### src/rtl/mips_run_ctrl_pkg.sv
// Shared definitions for the mips run controller: FSM encodings and default
// program-end / timeout settings.
package mips_run_ctrl_pkg;

  typedef logic [2:0] state_t;

  localparam state_t ST_IDLE     = 3'd0;
  localparam state_t ST_RST_HOLD = 3'd1;
  localparam state_t ST_RUN      = 3'd2;
  localparam state_t ST_DONE     = 3'd3;
  localparam state_t ST_TMO      = 3'd4;

  localparam logic [31:0]     DEF_HALT_INSTR = 32'h0000_000C;
  localparam longint unsigned DEF_TIMEOUT    = 64'd100000;

endpackage

### src/rtl/mips_run_ctrl_halt_detect.sv
// Program-end detector: fires on the halt opcode or when the PC has compared
// equal to its previous value HALT_REPEAT times in a row.
module halt_detect
  import mips_run_ctrl_pkg::*;
#(
  parameter int          PC_W        = 32,
  parameter logic [31:0] HALT_INSTR  = DEF_HALT_INSTR,
  parameter int          HALT_REPEAT = 3
) (
  input  logic            clk,
  input  logic            reset,
  input  logic            clr,
  input  logic            en,
  input  logic [PC_W-1:0] pc_i,
  input  logic [31:0]     instr_i,
  output logic            halt
);

  localparam int             SW          = $clog2(HALT_REPEAT + 1);
  localparam logic [SW-1:0]  STABLE_LAST = SW'(HALT_REPEAT - 1);
  localparam logic [SW-1:0]  STABLE_MAX  = SW'(HALT_REPEAT);

  logic [PC_W-1:0] prev_pc;
  logic            pc_vld;
  logic [SW-1:0]   stable_cnt;
  logic            same_pc;

  // The first RUN cycle only captures the PC; no compare is possible yet.
  assign same_pc = pc_vld && (pc_i == prev_pc);
  assign halt    = en && ((instr_i == HALT_INSTR) ||
                          (same_pc && (stable_cnt == STABLE_LAST)));

  always_ff @(posedge clk or posedge reset) begin
    if (reset) begin
      prev_pc    <= '0;
      pc_vld     <= 1'b0;
      stable_cnt <= '0;
    end else if (clr) begin
      prev_pc    <= '0;
      pc_vld     <= 1'b0;
      stable_cnt <= '0;
    end else if (en) begin
      prev_pc <= pc_i;
      pc_vld  <= 1'b1;
      if (!same_pc)
        stable_cnt <= '0;
      else if (stable_cnt != STABLE_MAX)
        stable_cnt <= stable_cnt + SW'(1);
    end
  end

endmodule

### src/rtl/mips_run_ctrl.sv
// Run controller for the mips core: stretched core reset, RUN cycle counting,
// halt / timeout detection and restart from DONE or TMO without global reset.
module mips_run_ctrl
  import mips_run_ctrl_pkg::*;
#(
  parameter int              RST_CYCLES  = 4,
  parameter int              PC_W        = 32,
  parameter int              CNT_W       = 32,
  parameter longint unsigned TIMEOUT     = DEF_TIMEOUT,
  parameter logic [31:0]     HALT_INSTR  = DEF_HALT_INSTR,
  parameter int              HALT_REPEAT = 3
) (
  input  logic             clk,
  input  logic             reset,
  input  logic             start,
  input  logic [PC_W-1:0]  pc_i,
  input  logic [31:0]      instr_i,
  output logic             core_reset_o,
  output logic             running_o,
  output logic             done_o,
  output logic             timeout_o,
  output logic [CNT_W-1:0] cycle_cnt_o
);

  localparam int              HW          = (RST_CYCLES > 1) ? $clog2(RST_CYCLES) : 1;
  localparam logic [HW-1:0]   HOLD_LOAD   = HW'(RST_CYCLES - 1);
  localparam logic [CNT_W-1:0] TMO_LAST   = CNT_W'(TIMEOUT - 64'd1);
  localparam longint unsigned MAX_TIMEOUT = (CNT_W >= 64) ? '1 : (64'd1 << CNT_W);

  state_t        state;
  logic [HW-1:0] hold_cnt;
  logic          halt;
  logic          tmo_hit;
  logic          hd_clr;
  logic          hd_en;

  function automatic logic [CNT_W-1:0] sat_inc(input logic [CNT_W-1:0] v);
    return (v == '1) ? v : v + CNT_W'(1);
  endfunction

  assign hd_en   = (state == ST_RUN);
  assign hd_clr  = start && ((state == ST_IDLE) || (state == ST_DONE) || (state == ST_TMO));
  assign tmo_hit = (TIMEOUT != 64'd0) && (cycle_cnt_o == TMO_LAST);

  halt_detect #(
    .PC_W        (PC_W),
    .HALT_INSTR  (HALT_INSTR),
    .HALT_REPEAT (HALT_REPEAT)
  ) u_halt_detect (
    .clk     (clk),
    .reset   (reset),
    .clr     (hd_clr),
    .en      (hd_en),
    .pc_i    (pc_i),
    .instr_i (instr_i),
    .halt    (halt)
  );

  always_ff @(posedge clk or posedge reset) begin
    if (reset) begin
      state        <= ST_IDLE;
      hold_cnt     <= '0;
      core_reset_o <= 1'b1;
      running_o    <= 1'b0;
      done_o       <= 1'b0;
      timeout_o    <= 1'b0;
      cycle_cnt_o  <= '0;
    end else begin
      case (state)
        ST_IDLE: begin
          if (start) begin
            state    <= ST_RST_HOLD;
            hold_cnt <= HOLD_LOAD;
          end
        end
        ST_RST_HOLD: begin
          if (hold_cnt == '0) begin
            state        <= ST_RUN;
            core_reset_o <= 1'b0;
            running_o    <= 1'b1;
            cycle_cnt_o  <= '0;
          end else begin
            hold_cnt <= hold_cnt - HW'(1);
          end
        end
        ST_RUN: begin
          // Halt outranks timeout; the timeout edge itself is not counted.
          if (halt) begin
            state       <= ST_DONE;
            done_o      <= 1'b1;
            running_o   <= 1'b0;
            cycle_cnt_o <= sat_inc(cycle_cnt_o);
          end else if (tmo_hit) begin
            state     <= ST_TMO;
            timeout_o <= 1'b1;
            running_o <= 1'b0;
          end else begin
            cycle_cnt_o <= sat_inc(cycle_cnt_o);
          end
        end
        ST_DONE, ST_TMO: begin
          if (start) begin
            state        <= ST_RST_HOLD;
            hold_cnt     <= HOLD_LOAD;
            core_reset_o <= 1'b1;
            done_o       <= 1'b0;
            timeout_o    <= 1'b0;
            cycle_cnt_o  <= '0;
          end
        end
        default: state <= ST_IDLE;
      endcase
    end
  end

  a_timeout_range: assert property (@(posedge clk) TIMEOUT <= MAX_TIMEOUT)
    else $error("mips_run_ctrl: TIMEOUT exceeds 2**CNT_W");

endmodule

### config.mk
export PLATFORM = sky130hd
export DESIGN_NAME = mips_run_ctrl
export DESIGN_NICKNAME = d
export VERILOG_FILES = /design/src/rtl/mips_run_ctrl_pkg.sv /design/src/rtl/mips_run_ctrl_halt_detect.sv /design/src/rtl/mips_run_ctrl.sv
export SDC_FILE = /design/constraint.sdc
export NUM_CORES = 1
export LEC_CHECK = 0
export ABC_AREA = 1
export CAP_MARGIN = 20
export CORE_MARGIN = 1.5
export CORE_UTILIZATION = 45
export DETAILED_ROUTE_END_ITERATION = 10
export PLACE_DENSITY = 0.74
export SYNTH_ARGS = -nofsm -noshare
export SYNTH_HDL_FRONTEND = slang
export SYNTH_HIERARCHICAL = 1
export SYNTH_SLANG_ARGS = --single-unit
### constraint.sdc
create_clock -name clk -period 2.2 [get_ports clk]
set_input_delay 0.22 -clock clk [delete_from_list [all_inputs] [get_ports clk]]
set_output_delay 0.22 -clock clk [all_outputs]
set_load 0.005 [all_outputs]
==> results.sh, run 1 <==
export IMPL_synthXorXnorAreaFrac=0.0182
export IMPL_crit_slowest_cell="clkdlybuf4s50_1"
export IMPL_initial_antenna_violation_count=0
export IMPL_num_antenna_cells=0
export IMPL_cts_num_sinks=76
export IMPL_initial_utilization=0.462
export IMPL_cts_hold_buf=0
export IMPL_first_global_vias=5132
export IMPL_regToRegEndpoint="cycle_cnt_o[17]$_DFFE_PP0P_"
export IMPL_die_w_um=112
export IMPL_drc=0
export IMPL_rows=39
export IMPL_reg2regPathDepth=17
export IMPL_result_of_the_run="finished clean"
export IMPL_timing_critical_path_arrival_ns=2.36
export IMPL_fillCellCount=1011
export IMPL_finalWorstPathRequiredPeriod_ns=2.07
export IMPL_min_from="pc_i[27]"
export IMPL_clock_root_buffer="clkbuf_16"
export IMPL_cts_inserted_buffers=9
export IMPL_mappedNetlistNets=889
export IMPL_critPathTopFamily="simple AND/OR/NAND/NOR gates"
export IMPL_synth_async_sr_flop_share=1.00
export IMPL_crit_reg2reg_launch="u_halt_detect/prev_pc[24]$_DFFE_PP0P_"
export IMPL_final_setup_skew_ns=0.0115
export IMPL_drt_wirelength_per_cell_um=13.3
export IMPL_final_period_utilization=0.942
export IMPL_slew_headroom=0.684
export IMPL_detail_route_antenna_nets=0
export IMPL_fp_dieH_um=112
export IMPL_final_setup_viol_count=0
export IMPL_synth_edf_count=0
export IMPL_insertion_delay_to_the_later_sink_of_the_worst_skew_pair_ns=0.35
export IMPL_cellLeakagePower_nw=3.59
export IMPL_drt_iter0_markers=309
export IMPL_max_cap_violations=0
export IMPL_synthCells=818
export IMPL_powerDensity_nw_per_um2=946
export IMPL_layout_drive_gt1_share=0.168
export IMPL_drt_pass1_iter_count=5
export IMPL_path_max_fanout=7
export IMPL_fraction_of_the_mapped_netlist_area_in_compound_gates=0.0581
export IMPL_cp_buffers_inverters=3
export IMPL_worstMarginPinSlew_ns=0.471
export IMPL_routabilityCongestion=0.967
export IMPL_grt_total_usage=0.242
export IMPL_min_delay_worst_endpoint="u_halt_detect/prev_pc[27]$_DFFE_PP0P_"
export IMPL_final_nets=1057
export IMPL_required_time_of_the_critical_path_ns=2.49
export IMPL_holdCritPathClass="in -> reg"
export IMPL_synth_top_family_by_area="simple AND/OR/NAND/NOR gates"
export IMPL_synth_simple_gate_area_share=0.452
export IMPL_synthesis_area_um2=5300
export IMPL_synthesis_area_per_instance_um2=6.48
export IMPL_clk_pin_slew_ns=0.06
export IMPL_placement_io_buffers=102
export IMPL_timing_final_hold_violations=0
export IMPL_synthAdderAreaFrac=0.00944
export IMPL_timing_reg2reg_setup_slack_ns=0.15
export IMPL_viasPerCell=4.91
export IMPL_vias=5563
export IMPL_core_area_um2=11500
export IMPL_rsz_0062_raised_after_global_routing="yes"
export IMPL_post_place_cells=1115
export IMPL_clockBufferDepth=2
export IMPL_ctsHtreeMaxLevel=3
export IMPL_worstSetupStartpointType="input pin"
export IMPL_grt_start_max_net_pins=36
export IMPL_seq_area_frac_synth=0.359
export IMPL_gr_total_overflow=0
export IMPL_die_area_um2=12400
export IMPL_ys_flop_type="dfrtp_1"
export IMPL_yosys_warnings=6
export IMPL_area_delta_synth_final_pct=38.8
export IMPL_max_freq_mhz=483
export IMPL_setup_worst_path_end_class="flip-flop"
export IMPL_ys_types=42
export IMPL_finalWirelength_um=15000
export IMPL_synth_seq_cells=76
export IMPL_path_class="in -> reg"
export IMPL_cpPeakStageDelay_ns=0.49
export IMPL_irDropWorstVdd_v=0.000845
export IMPL_tritoncts_clock_tree="built"
export IMPL_worst_path_most_repeated_cell="nand2_2"
export IMPL_grt_pass1_wl_um=24200
export IMPL_finalMaxSlewViolations=0
export IMPL_crit_path_cell_trace="clkdlybuf4s50_1 > inv_1 > nand2_1 > nand2_1 > nor2_1 > nand2_1 > nor2_2 > nand3_2 > nor2_2 > nand2_2 > a21oi_2 > nor2_2 > nand3_2 > nand2_2 > nor2_4 > clkbuf_16 > nand2_2 > nand2_2"
export IMPL_worst_hold_path_num_cells=3
export IMPL_ios=103
export IMPL_hpwl_detailed_um=11600
export IMPL_synth_mux_area_fraction=0
export IMPL_finalPower_mw=6.96
export IMPL_instances_no_fill=1134
-- cells in the mapped netlist, types with 4 or more instances --
cell / number / area share
nand2_1: 305 / 0.22
nor2_1: 119 / 0.084
inv_1: 111 / 0.079
dfrtp_1: 75 / 0.35
nand3_1: 42 / 0.040
o22ai_1: 29 / 0.034
nand2_2: 25 / 0.030
nand4_1: 21 / 0.025
o21ai_0: 11 / 0.010
nor2_2: 7 / 0.0083
nor4_1: 7 / 0.0083
xnor2_1: 6 / 0.0099
a21oi_1: 5 / 0.0047
buf_2: 5 / 0.0047
nand3_2: 5 / 0.0094
xor2_1: 5 / 0.0083
ha_1: 4 / 0.0094
inv_2: 4 / 0.0028
-- sequential cells by signal, summed over array words and instances, names as in the netlist --
name,count
running_o,1
timeout_o,1
hold_cnt,2
u_halt_detect/prev_pc,32
state,3
u_halt_detect/pc_vld,1
u_halt_detect/stable_cnt,2
cycle_cnt_o,32
core_reset_o,1
done_o,1
-- worst max-delay path by stage --
stage | from | to | slack (ns) | cells after the start
6_report | pc_i[19] | cycle_cnt_o[17]$_DFFE_PP0P_ | 0.13 | 18
5_1_grt | pc_i[19] | cycle_cnt_o[19]$_DFFE_PP0P_ | -0.01 | 18
4_1_cts | u_halt_detect/prev_pc[8]$_DFFE_PP0P_ | cycle_cnt_o[27]$_DFFE_PP0P_ | 0.17 | 17
3_5_place_dp | pc_i[31] | state[0]$_DFFE_PP0P_ | -0.14 | 17
3_3_place_gp | pc_i[31] | cycle_cnt_o[15]$_DFFE_PP0P_ | -0.09 | 17
2_1_floorplan | state[0]$_DFFE_PP0P_ | cycle_cnt_o[15]$_DFFE_PP0P_ | 0.09 | 13
-- power breakdown --
group	total, mW	leakage, nW	switching [mW]	internal [mW]
Clock	1.47	0.149	0.599	0.873
Sequential	2.02	1.03	0.239	1.78
Combinational	3.47	2.42	1.95	1.52
Total	6.96	3.59	2.78	4.17
-- cells in the final DEF (no fill, tap or decap), types with 2 or more instances in the layout --
master,instances
nor2_2,12
o21ai_0,11
a21oi_1,5
nor3_1,2
nand2_2,44
dlymetal6s2s_1,9
clkdlybuf4s50_1,93
nand3_4,2
clkinv_4,2
buf_12,5
xor2_1,5
nand2_4,2
xnor2_1,6
nand4_1,21
clkbuf_16,10
nand2_1,286
dfrtp_1,75
nor4_1,7
clkinv_2,5
nor2_1,114
nor3_2,2
inv_1,107
or2_2,2
inv_2,7
o211ai_1,2
nand3_2,5
buf_4,62
ha_1,4
nand3_1,42
o22ai_1,29
-- through the flow --
step                      worst slack, ns   util  setup TNS [ns]  hold WS [ns]  instance area, um^2
after global placement            -0.0934  0.605           -2.84         0.481                 6940
after CTS                           0.173  0.631               0         0.231                 7230
after detailed placement           -0.138  0.605           -3.93         0.473                 6940
after floorplan                    0.0861      -               0         0.365                 5300
after global routing              -0.0125  0.641         -0.0722         0.220                 7350
final                               0.128  0.641               0         0.196                 7350
-- cells by family after synthesis --
family,after synthesis
DFF,76
adders and majority gates,4
and+or+nand+nor,547
AOI/OAI and AO/OA,51
buffers and inverters,129
xor gates and xnor gates,11
-- worst register-to-register path, cell delays in order (launching register included) --
cell	delay [ns]
dfrtp_1	0.37
inv_1	0.07
nand2_2	0.07
nand2_1	0.06
nor2_1	0.10
nand2_1	0.07
nor2_2	0.10
nand3_2	0.11
nor2_2	0.13
nand2_2	0.06
a21oi_2	0.15
nor2_2	0.06
nand3_2	0.09
nand2_2	0.08
nor2_4	0.18
clkbuf_16	0.19
nand2_2	0.06
nand2_2	0.05
-- metal layers --
metal / share of wire / vias to the layer above / track usage
li1: - / 2894 / -
met1: 0.47 / 2498 / 0.316
met2: 0.46 / 142 / 0.391
met3: 0.047 / 29 / 0.0479
met4: 0.026 / 0 / 0.108
met5: 0 / - / 0
-- repair_timing --
item                       4_1_cts  5_1_grt
setup buffers                    0        2
gates resized for setup          0       36
setup endpoints to repair        0       34
-- area by class of cell --
| cell class | count | area (um^2) | share of cell area |
|---|---|---|---|
| multi-input cells | 613 | 2910 | 0.396 |
| inverters | 116 | 437 | 0.0594 |
| clock inverters | 7 | 67.6 | 0.00919 |
| well taps | 143 | 179 | 0.0243 |
| flip-flops and latches | 76 | 1900 | 0.259 |
| repair buffers | 170 | 1630 | 0.222 |
| clock buffers | 9 | 225 | 0.0306 |
No activity file was read; power rests on OpenSTA's default activity.
==> run 2, diff against run 1 <==
Settings changed: CTS_CLUSTER_SIZE set to 40.
==> results of run 2 <==
The final DEF is identical to that of run 1; final timing and power are the same.
